$ cat src/rtl/pc_reg_unit.sv
// pc_reg_unit: program-counter register stage for the single-cycle RV32I core.
// It holds the current PC and selects the next one from the sequential
// pc_four value or an ALU redirect. It also handles boot sequencing, stall,
// halt, trapping of misaligned redirect targets and a retired-instruction
// counter. Every output comes straight from a flop, so no input reaches
// o_pc, o_pc_valid or o_halted combinationally.
module pc_reg_unit #(
    parameter logic [31:0] RESET_VECTOR = 32'h0000_0000,
    parameter logic [31:0] TRAP_VECTOR  = 32'h0000_0100
) (
    input  logic        i_clk,
    input  logic        i_rst_n,
    input  logic [31:0] i_pc_four,
    input  logic [31:0] i_alu_data,
    input  logic        i_pc_sel,
    input  logic        i_stall,
    input  logic        i_halt_req,
    output logic [31:0] o_pc,
    output logic        o_pc_valid,
    output logic        o_misalign,
    output logic [31:0] o_mis_addr,
    output logic        o_halted,
    output logic [31:0] o_instr_cnt
);

    typedef enum logic [1:0] {
        ST_BOOT = 2'd0,
        ST_RUN  = 2'd1,
        ST_HALT = 2'd2
    } state_t;

    state_t      state_q,    state_d;
    logic [31:0] pc_q,       pc_d;
    logic        valid_q,    valid_d;
    logic        misalign_q, misalign_d;
    logic [31:0] mis_addr_q, mis_addr_d;
    logic        halted_q,   halted_d;
    logic [31:0] cnt_q,      cnt_d;

    // The low two bits of a redirect target must be zero for a legal fetch.
    logic target_aligned;
    assign target_aligned = (i_alu_data[1:0] == 2'b00);

    // Next-state and next-output selection. The priority order in RUN is
    // halt, then stall, then redirect, then sequential.
    always_comb begin
        state_d    = state_q;
        pc_d       = pc_q;
        valid_d    = valid_q;
        misalign_d = 1'b0;
        mis_addr_d = mis_addr_q;
        halted_d   = halted_q;
        cnt_d      = cnt_q;

        case (state_q)
            ST_BOOT: begin
                // BOOT lasts one clock and ignores every input. The PC
                // stays at the reset vector, which becomes the first fetch.
                state_d = ST_RUN;
                valid_d = 1'b1;
            end

            ST_RUN: begin
                if (i_halt_req) begin
                    // The halting instruction still retires.
                    state_d  = ST_HALT;
                    valid_d  = 1'b0;
                    halted_d = 1'b1;
                    cnt_d    = cnt_q + 32'd1;
                end else if (i_stall) begin
                    // Hold everything. A redirect seen now is not latched;
                    // upstream keeps i_pc_sel asserted until the stall drops.
                end else if (i_pc_sel) begin
                    cnt_d = cnt_q + 32'd1;
                    if (target_aligned) begin
                        pc_d = i_alu_data;
                    end else begin
                        pc_d       = TRAP_VECTOR;
                        mis_addr_d = i_alu_data;
                        misalign_d = 1'b1;
                    end
                end else begin
                    // Taken verbatim, so 0xFFFF_FFFC -> 0 wraps without a trap.
                    pc_d  = i_pc_four;
                    cnt_d = cnt_q + 32'd1;
                end
            end

            ST_HALT: begin
                // Frozen until reset.
            end

            default: begin
                // An illegal encoding recovers through a clean boot.
                state_d  = ST_BOOT;
                pc_d     = RESET_VECTOR;
                valid_d  = 1'b0;
                halted_d = 1'b0;
            end
        endcase
    end

    // State and output registers. The asynchronous reset overrides every state.
    always_ff @(posedge i_clk or negedge i_rst_n) begin
        if (!i_rst_n) begin
            state_q    <= ST_BOOT;
            pc_q       <= RESET_VECTOR;
            valid_q    <= 1'b0;
            misalign_q <= 1'b0;
            mis_addr_q <= 32'h0000_0000;
            halted_q   <= 1'b0;
            cnt_q      <= 32'h0000_0000;
        end else begin
            state_q    <= state_d;
            pc_q       <= pc_d;
            valid_q    <= valid_d;
            misalign_q <= misalign_d;
            mis_addr_q <= mis_addr_d;
            halted_q   <= halted_d;
            cnt_q      <= cnt_d;
        end
    end

    assign o_pc        = pc_q;
    assign o_pc_valid  = valid_q;
    assign o_misalign  = misalign_q;
    assign o_mis_addr  = mis_addr_q;
    assign o_halted    = halted_q;
    assign o_instr_cnt = cnt_q;

endmodule

$ cat config.mk
export PLATFORM = sky130hd
export DESIGN_NAME = pc_reg_unit
export DESIGN_NICKNAME = d
export VERILOG_FILES = /design/src/rtl/pc_reg_unit.sv
export SDC_FILE = /design/constraint.sdc
export NUM_CORES = 1
export LEC_CHECK = 0
export BUFFER_PORTS_ARGS = -buffer_cell sky130_fd_sc_hd__buf_4
export CAP_MARGIN = 5
export CORE_UTILIZATION = 30
export CTS_CLUSTER_SIZE = 30
export DETAILED_ROUTE_END_ITERATION = 10
export PLACE_DENSITY = 0.65
export SLEW_MARGIN = 20
export SYNTH_ARGS = -nofsm -noshare
export SYNTH_HDL_FRONTEND = slang
export SYNTH_SLANG_ARGS = --single-unit
$ cat constraint.sdc
create_clock -name i_clk -period 1.9 [get_ports i_clk]
set_clock_uncertainty 0.05 [all_clocks]
set_input_delay 0.19 -clock i_clk [delete_from_list [all_inputs] [get_ports i_clk]]
set_output_delay 0.19 -clock i_clk [all_outputs]
set_load 0.005 [all_outputs]
==> out/summary.md, run 1 <==
For the total count of hold-check failures in the final report, the log shows 0. The number of nets handed over by synthesis was 464. The total via count after detailed routing is 3590, and the total half-perimeter wirelength after legalization and detailed placement is 8550 um.

The floorplan step set the die height to 123 um. The number of setup buffers added after CTS is 0. The initialized floorplan defines 43 standard-cell rows. For the post-synth design cell area, the log shows 4400 um2. The tools report the maximum root-to-sink buffer count as 2. The die covers 15200 um2. The share of layout cells above drive strength 1 came out at 0.442.

For the initial antenna violation count, the log shows 0. Clock edge transition at the registers on the reported setup and hold paths: 0.07 ns. The placed instances occupy a cell area of 5950 um2.

For the final-report max-slew violation count, the log shows 0. In this run, distinct cell masters in the synthesized netlist total 32. The number of sinks driven by the clock tree is 100, and the number of levels the H-tree was split into is 3. The number of enable flip-flop cells after synthesis came out at 0. Broken down by cell family, the worst path's largest delay share belongs to simple AND/OR/NAND/NOR gates.

In this run the mean area of a mapped cell was 11.2 um2. The number of warnings reported in the yosys synthesis log came out at 0. The post-layout minimum cycle time was 1.78 ns; the post-synthesis register bit count was 100. The total area inside the core boundary comes to 14100 um2. The average vias per placed instance works out to 4.75. The detailed router finished its first iteration with 120 violations. The class of the tightest hold or removal check is in -> reg. The count of buffer and inverter cells on the critical path was 0. The final count of negative-setup-slack endpoints is 0, and the net count reported at finish is 640. For the pin with the worst max-slew slack, the measured transition is 0.580 ns. Once detail routing completed, the nets flagged for antenna violations numbered 0. The design draws 7.45 mW.

Remaining max-slew budget at the tightest pin: 0.610. The critical path class was reg -> reg. In the synthesized netlist, the number of instances is 394. Part of the Yosys area used for sequential elements: 0.568. The run finished with clean final reports. For this run, the top clock speed supported by timing is 0.560 GHz.

Insertion delay to the later sink of the worst-skew pair: 0.35 ns. The portion of the clock cycle consumed by the worst path in the final layout is 0.939. Overall global routing resource usage: 0.163. Launching element type of the critical path: a flop. STA classifies the critical path endpoint as a flop.

The most used flip-flop cell after synthesis is dfrtp_1. The analysis attributes to cell leakage a power of 2.97 nW. The number of top-level pins was 168; the detailed-router iteration count before antenna repair was 4. The starting density of the core was 0.312. Clock tree synthesis inserted a total of 9 buffers.

The cell sitting at the root of the clock tree is a clkbuf_16. The first global-routing pass estimated 19000 um of wire. The largest single stage delay on the critical path is 0.63 ns.

Buffers placed on the I/O ports in this run total 167. For the worst setup path, the data arrival time is 2.01 ns. Power spread over the standard cell area amounts to 1180 nW/um2. The total overflow reported by the global router was 0. Among all stages on the critical path, the largest delay is contributed by or4_4. The tool flagged a number of max-cap violations equal to 0. Entering global routing, the biggest net connects 53 pins. Traced cell by cell, the critical path runs through nand3_1 > or4_4 > nor4_4 > xor2_1. The share of async-settable or async-resettable flops after synthesis was 1.00; the area added between synthesis and finish was 43.2%.

TritonCTS built the clock tree. Adding up every negative setup slack in the final design gives 0 ns. Setup repair after global routing left no endpoint under its margin. Number of inserted diodes: 0. The via count of the first global-routing pass was 3703; the worst vdd rail ir drop was 0.000572 V. The congestion estimate from routability-driven global placement came to 0.816.

The critical path required time came out at 2.12 ns. The run gives 0 as the post-route DRC violation count. After routing the design area is 6300 um2.

In the final routed layout, each cell accounts on average for 15.7 um. The total wirelength of the detailed-routed design was 11800 um; the largest fanout of any net on the critical path was 9. The width of the chip works out to 123 um.
==> cells by family after synthesis <==
family,count (synthesis),share of synthesized area
simple gates,136,0.181
flops,100,0.568
compound gates,67,0.0767
mux,33,0.0844
xor+xnor,31,0.0617
buf+inv,26,0.0253
fa+ha+maj,1,0.00284
==> where the power goes <==
part           internal, mW  switching [mW]
Sequential             2.81           0.483
Combinational          1.43           0.962
Clock                 0.962           0.800
==> worst paths after layout <==
kind	start	end	slack, ns	depth (start not counted)
worst max-delay path	o_instr_cnt[16]$_DFFE_PN0P_	o_instr_cnt[31]$_DFFE_PN0P_	0.12	4
worst min-delay path	i_alu_data[3]	o_mis_addr[3]$_DFFE_PN0P_	0.03	2
worst max register to register	o_instr_cnt[16]$_DFFE_PN0P_	o_instr_cnt[31]$_DFFE_PN0P_	0.12	4
worst min register to register	o_instr_cnt[31]$_DFFE_PN0P_	o_instr_cnt[31]$_DFFE_PN0P_	0.42	1
max in group asynchronous	i_rst_n	o_pc[10]$_DFFE_PN0P_	0.91	3
min in group asynchronous	i_rst_n	o_mis_addr[22]$_DFFE_PN0P_	0.26	2
==> cells in the mapped netlist, types with 2 or more instances <==
| cell | n | area [um2] |
|---|---|---|
| clkbuf_1 | 13 | 48.8 |
| o21ai_0 | 33 | 165 |
| nand3_1 | 11 | 55.1 |
| nor3_1 | 7 | 35.0 |
| and3_1 | 5 | 31.3 |
| nand4_1 | 4 | 25.0 |
| dfrtp_1 | 100 | 2500 |
| buf_2 | 5 | 25.0 |
| nor4_2 | 8 | 100 |
| inv_1 | 7 | 26.3 |
| a21oi_1 | 32 | 160 |
| nand2_1 | 45 | 169 |
| nor4_1 | 4 | 25.0 |
| xor2_1 | 19 | 166 |
| nor2b_1 | 31 | 194 |
| mux2_2 | 33 | 372 |
| and4_1 | 5 | 43.8 |
| nor2_1 | 6 | 22.5 |
| nand2b_1 | 2 | 12.5 |
| xnor2_1 | 12 | 105 |
==> layout by cell type (no fill, tap or decap), drive strengths merged, types with 12 or more instances in the layout <==
cell	n
nor2b	31
nor4	13
mux2	33
dfrtp	100
xor2	19
nand3	12
buf	182
a21oi	32
o21ai	34
xnor2	12
nand2	45
clkbuf	13
==> repair_timing <==
action | 4_1_cts | 5_1_grt
endpoints found under the setup margin | 0 | 14
hold buffers | 2 | 0
hold endpoints to repair | 29 | 0
gates resized for setup | 0 | 12
==> worst reg2reg max path: stages, from the launching register on <==
cell and delay, ns:
dfrtp_1 0.43, nand3_1 0.10, or4_4 0.63, nor4_4 0.34, xor2_1 0.16
==> sequential cells by signal, indices dropped and copies added (netlist names) <==
signal	count
o_misalign	1
o_pc	32
o_instr_cnt	32
o_mis_addr	32
o_halted	1
state_q	2
==> metrics by stage <==
step	cells	hold slack, ns	setup WS (ns)	utilization
2_1_floorplan	394	-0.156	0.175	-
3_3_place_gp	737	0.0985	0.102	0.422
3_5_place_dp	737	0.101	0.0350	0.422
4_1_cts	755	0.0117	0.0156	0.443
5_1_grt	755	0.0132	0.0106	0.447
6_report	755	0.0303	0.115	0.447
==> per-layer routing <==
layer | vias to the layer above | track usage | part of all wire
li1 | 1704 | - | -
met1 | 1765 | 0.195 | 0.41
met2 | 107 | 0.271 | 0.50
met3 | 14 | 0.0581 | 0.074
met4 | 0 | 0.0542 | 0.012
met5 | - | 0 | 0
==> layout make-up <==
| type | count | area (um2) |
|---|---|---|
| Clock inverter | 3 | 21.3 |
| Timing Repair Buffer | 184 | 1410 |
| Clock buffer | 13 | 260 |
| Multi-Input combinational cell | 268 | 1850 |
| Inverter | 7 | 26.3 |
| Fill cell | 1339 | 7790 |
| Tap cell | 180 | 225 |
| Sequential cell | 100 | 2510 |
Note: power is estimated with default switching activity, not from simulation.
==> run 2: changes to the inputs <==
CELL_PAD_IN_SITES_DETAIL_PLACEMENT = 1   (was not set)
CELL_PAD_IN_SITES_GLOBAL_PLACEMENT = 1   (was not set)
PLACE_DENSITY = 0.79   (was 0.65)
==> run 2 against run 1 <==
Global-route usage grew 1.7 points. Routed wire length grew 10%. Power grew 2.3%. Clock power grew 8%. Largest power group unchanged. Largest cell class unchanged. Worst setup slack lost 0.038 ns. Critical path depth is the same. Combinational power grew 2%. First-iteration DRC count grew 2.5%. Via count grew 1.2%. Sequential share of layout area shrank 0.17 points. Sequential power is essentially flat.
==> out/summary.md, run 2 (same netlist as run 1, synthesis figures left out) <==
The run gives 0.433 as the sequential share of power. Clock-pin slew was measured on the worst setup and hold paths at 0.07 ns. In this run the most critical hold path is launched from i_halt_req. The flow ran to the end, and the final reports show no timing, DRC or antenna violations. VDD sags by at most 0.000635 V.

In this run the static leakage power is 2.99 nW. The total wirelength of the detailed-routed design was 13000 um; the net count reported at finish was 642. The worst flop-to-flop path startpoint was o_instr_cnt[14]$_DFFE_PN0P_.

Critical path launch point: o_instr_cnt[14]$_DFFE_PN0P_. The proportion of total power due to net switching was 0.306; the clock network fraction of design power was 0.249. Timing would allow up to 0.549 GHz. The tools report the insertion delay to the later sink of the worst-skew pair as 0.35 ns. STA classifies the critical path endpoint as a flop.

The tools report the multi-input combinational cell area as 1850 um2. Clock root buffer master: clkbuf_16. For the pin with the worst max-slew slack, the measured transition is 0.524 ns. The number of levels the H-tree was split into came out at 3. For the critical path required time, the log shows 2.12 ns.

The die height is 123 um, and the largest fanout of any net on the critical path is 9. The tools report the number of inserted diodes as 0. TritonCTS built the clock tree. Across the whole layout, storage elements account for 2500 um2. The tools report the net load switching power as 2.33 mW. Setup violations remaining at the end of the flow were counted as 0. Width of the chip: 123 um. The tools report the filler cell count in the final layout as 1587.

The run gives 9490 um as the total half-perimeter wirelength after legalization and detailed placement. In this run the worst hold path is classified as in -> reg. For the number of placement rows, the log shows 43. The area added between synthesis and finish is 43.6%, and the total overflow reported by the global router is 0.

For the overall global routing resource usage, the log shows 0.180. The logs give 0 for the initial antenna violation count and 0.795 for the routability congestion estimate from global placement. The tools report the final-report max-slew violation count as 0.

The total count of hold-check failures in the final report is 0. During placement, the flow inserted port buffers numbering 167. The pin count of the biggest net entering global routing was 57. In the routed layout, each cell is associated on average with a via count of 4.81. Leaving out fill and tap cells, the most frequent cell in the layout is buf_4.

The internal power of the cells totals 5.29 mW. STA puts the critical path data arrival time at 2.04 ns. On the worst path, the slowest cell contributes a delay of 0.62 ns.

The maximum root-to-sink buffer count is 2. On the critical path, the stage with the largest delay is an instance of or4_4. Dividing total power by cell area gives a power density of 1210 nW/um2.

For this block, the initial DRC count from the detailed router was 123. Counting both buffers and inverters, the worst setup path holds a total of 0. The launching element type of the critical path was a flop. The routed layout has 3633 vias.

In this design, the largest share of critical-path delay is due to simple AND/OR/NAND/NOR gates. The first global-routing pass estimated 20800 um of wire. The portion of the clock cycle consumed by the worst path in the final layout was 0.959. The combinational share of power was 0.319. CTS saw 100 sinks. The number of buffers added by the clock tree synthesis step was 9; the post-layout minimum cycle time was 1.82 ns.

The core region is 14100 um2. The starting density of the core came out at 0.312. The critical path in this run is classified as reg -> reg. Via count of the first global-routing pass: 4055.

The post-route DRC violation count is 0, and the detailed-router iteration count before antenna repair is 4. The remaining max-slew budget at the tightest pin was 0.650. In the layout the commonest cells are buf_4 (183), dfrtp_1 (100), nand2_1 (45).

In this run the remaining antenna-violating nets after routing total 0. Setup repair after global routing left no endpoint under its margin. The routed length per instance is 17.2 um. For the full die area, the log shows 15200 um2.

Power comes to 7.62 mW. The number of violations of the max-capacitance limit was 0; the share of layout cells above drive strength 1 was 0.439. The number of top-level pins is 168.

The signal on the critical path passes through nand3_2 > or4_4 > nor4_2 > xor2_1. The tools report the worst slack on hold paths as 0.0200 ns.
[run 2: final timing paths]
path | endpoint | slack (ns) | depth (start not counted)
worst max-delay path | o_instr_cnt[26]$_DFFE_PN0P_ | 0.08 | 4
worst min-delay path | state_q[0]$_DFFE_PN0P_ | 0.02 | 2
worst max register to register | o_instr_cnt[26]$_DFFE_PN0P_ | 0.08 | 4
worst min register to register | o_pc[28]$_DFFE_PN0P_ | 0.43 | 2
max in group asynchronous | o_pc[9]$_DFFE_PN0P_ | 0.93 | 3
min in group asynchronous | o_instr_cnt[29]$_DFFE_PN0P_ | 0.25 | 2
[run 2: timing repair]
item,CTS,global route
setup buffers,0,0
pin swaps,0,1
endpoints found under the setup margin,4,31
hold endpoints to repair,24,0
hold buffers,1,0
resized for setup,2,5
[run 2: metal layers]
metal | track usage | vias up | share of wire
met5 | 0 | - | 0
met1 | 0.200 | 1780 | 0.40
met3 | 0.0641 | 18 | 0.070
met2 | 0.314 | 120 | 0.51
li1 | - | 1715 | -
met4 | 0.0700 | 0 | 0.018
[run 2: power by group through the flow]
stage / clock network [mW] / logic, mW / registers (mW)
global route: 2.02 / 2.68 / 3.39
global placement: 0 / 2.37 / 3.28
CTS: 1.97 / 2.48 / 3.31
floorplan: 0 / 0.818 / 3.30
detailed placement: 0 / 2.46 / 3.34
finish: 1.90 / 2.43 / 3.30
[run 2: metrics by stage]
step / std cells / instance area (um2) / setup slack, ns / TNS (ns) / util
after CTS: 756 / 6290 / -0.0238 / -0.0387 / 0.446
after detailed placement: 740 / 5970 / -0.0168 / -0.0168 / 0.424
after global routing: 756 / 6320 / 0.00312 / 0 / 0.449
after floorplan: 394 / 4400 / 0.175 / 0 / -
after global placement: 740 / 5970 / 0.0873 / 0 / 0.424
final: 756 / 6320 / 0.0775 / 0 / 0.449
[run 2: final cells by class]
type                    instances  area share
inverters                       7     0.00416
clock buffers                  10      0.0378
clock inverters                 5     0.00950
multi-input cells             268       0.292
flip-flops and latches        100       0.396
repair buffers                186       0.225
well taps                     180      0.0356
==> run 3: changes to the inputs <==
CTS_BUF_LIST = sky130_fd_sc_hd__clkbuf_2 sky130_fd_sc_hd__clkbuf_4 sky130_fd_sc_hd__clkbuf_8   (was not set)
==> run 3 against run 2 <==
Flip-flop and latch count stayed put. Worst hold slack better by 0.011 ns. Fmax is 0.26% lower. Count of clock-buffer cells in the layout stayed put. Routed wire length is 3.8% higher. Global-route usage is 0.64 points higher. First-iteration DRC count is 46% higher. Combinational power is 3% higher. Final cell count is 4.4% higher. Critical path depth stayed put. Sequential power hardly changed. Largest cell class unchanged. Largest power group unchanged.
==> out/summary.md, run 3 (same netlist as run 1, synthesis figures left out) <==
The number of levels the H-tree was split into is 3, and the power density normalized to cell area is 1100 nW/um2. The count of buffers added by post-CTS timing repair for setup came out at 0. For this run the aggregate overflow at the end of global routing stands at 0. Counting tap cells, the placed design contains a total of 740 instances.

Largest stage delay on the critical path: 0.56 ns. The tools report the number of buffers added by the clock tree synthesis step as 9. The worst vdd rail ir drop was 0.000579 V.

After detailed routing, the number of remaining DRC violations is 0. Relative to the synthesized area, the layout overhead comes to 48.8%. The total half-perimeter wirelength after legalization and detailed placement was 9490 um; the overall global routing resource usage was 0.187. Routability congestion estimate from global placement: 0.795. Die height: 123 um. The critical-path cell with the highest stage delay was or4_4.

After clock tree synthesis, the clock-pin slew on the worst setup and hold paths is 0.10 ns. After floorplanning, the core was sized to cover 14100 um2. The tools report the via count of the first global-routing pass as 4256. In the final routed layout, each cell accounts on average for 17.1 um. The number of non-filler instances in the completed layout came out at 789. The logs give 168 for the number of top-level pins and 21500 um for the wire length of the first global-routing pass.

The flow ran to the end, and the final reports show no timing, DRC or antenna violations. The critical path goes through nand4_1 > or4_4 > nor4_2 > xor2_1. Initial antenna violation count: 0. The tree is rooted in a clkbuf_8. The later pin in the worst-skew pair is clocked with a latency of 0.38 ns. The worst hold path was traced through 3 stages.

The total wirelength of the detailed-routed design was 13500 um; the worst-case reg-to-reg path depth was 4. STA classifies the critical path endpoint as a flop. Remaining max-slew budget at the tightest pin: 0.650. The floorplan step defined a die boundary enclosing 15200 um2. For the pin with the worst max-slew slack, the measured transition is 0.524 ns. The share of layout cells above drive strength 1 was 0.415; the critical path required time was 2.15 ns.

Setup violations remaining at the end of the flow were counted as 0. The net count of the finished layout is 675. Data on the critical path arrives at its endpoint at 2.07 ns. The clock drives 100 sinks.

Max-cap violations in this run came to 0. The worst setup path is launched from a flop. Leaving out fill and tap cells, the most frequent cells in the layout are buf_4 (183), dfrtp_1 (100), nand2_1 (45). The first routing iteration left 180 violations. The clock passes through at most 2 buffers. The design draws 7.20 mW. The class of the tightest hold or removal check was in -> reg. The number of cells on the critical path was 4; the worst slack on hold paths was 0.0313 ns.

The detailed-router iteration count before antenna repair came out at 4. The final route contains 3800 vias. The total count of hold-check failures in the final report is 0, and the upper clock frequency limit is 0.547 GHz.

Along the worst path, the maximum fanout reaches 9. Once detail routing completed, the nets flagged for antenna violations numbered 0. The kind of cell with the highest combined delay along the critical path is simple AND/OR/NAND/NOR gates.

The starting density of the core is 0.312, and the post-layout minimum cycle time is 1.83 ns. The most common cell after layout, fill and taps aside was buf_4. The final-report max-slew violation count is 0, and the number of port buffers is 167. The die is 123 um wide.

Average vias per placed instance: 4.82. The portion of the clock cycle consumed by the worst path in the final layout was 0.962. The number of inserted diodes came out at 0. Counting both buffers and inverters, the worst setup path holds a total of 0. The analysis attributes to cell leakage a power of 3.08 nW. The critical path in this run is classified as reg -> reg. Row generation in the floorplan step produced 43 rows. The pin count of the biggest net entering global routing was 57.

TritonCTS built the clock tree.
run 3: through the flow:
stage,util,area (um2),setup WS (ns),TNS (ns)
after floorplan,-,4400,0.175,0
after global placement,0.424,5970,0.0873,0
after detailed placement,0.424,5970,-0.0168,-0.0168
after CTS,0.463,6520,-0.0425,-0.0756
after global routing,0.465,6550,-0.00522,-0.00859
final,0.465,6550,0.0728,0
run 3: power by group:
| part | leakage, nW | internal [mW] | total, mW | switching, mW |
|---|---|---|---|---|
| logic | 1.72 | 1.47 | 2.50 | 1.03 |
| registers | 1.26 | 2.81 | 3.29 | 0.486 |
| clock network | 0.0992 | 0.645 | 1.41 | 0.768 |
run 3: worst register-to-register path, delay by kind of cell, from the launching register on:
kind / cells / cell delay (ns)
DFF: 1 / 0.46
and+or+nand+nor: 3 / 1.07
xor gates and xnor gates: 1 / 0.17
run 3: path summary, 6_finish.rpt:
kind	from	to	slack, ns
worst min register to register	o_pc[5]$_DFFE_PN0P_	o_pc[5]$_DFFE_PN0P_	0.44
worst max-delay path	o_instr_cnt[19]$_DFFE_PN0P_	o_instr_cnt[26]$_DFFE_PN0P_	0.07
worst max register to register	o_instr_cnt[19]$_DFFE_PN0P_	o_instr_cnt[26]$_DFFE_PN0P_	0.07
min in group asynchronous	i_rst_n	o_instr_cnt[29]$_DFFE_PN0P_	0.21
worst min-delay path	i_pc_four[1]	o_pc[1]$_DFFE_PN0P_	0.03
max in group asynchronous	i_rst_n	o_pc[9]$_DFFE_PN0P_	0.96
run 3: final cells by class:
type,instances,area (um2)
Sequential cell,100,2500
Timing Repair Buffer,219,1750
Fill cell,1582,7540
Tap cell,180,225
Multi-Input combinational cell,268,1850
Clock buffer,10,138
Clock inverter,5,60.1
Inverter,7,26.3
run 3: what timing repair did:
item,in CTS,in global routing
endpoints found under the hold margin,58,0
hold buffers,34,0
setup endpoints to repair,4,39
pin swaps,0,1
resized for setup,2,5
run 3: metal layers:
layer / track usage / part of all wire / vias to the layer above
li1: - / - / 1770
met1: 0.201 / 0.39 / 1874
met2: 0.332 / 0.52 / 130
met3: 0.0683 / 0.067 / 26
met4: 0.0700 / 0.021 / 0
met5: 0 / 0 / -
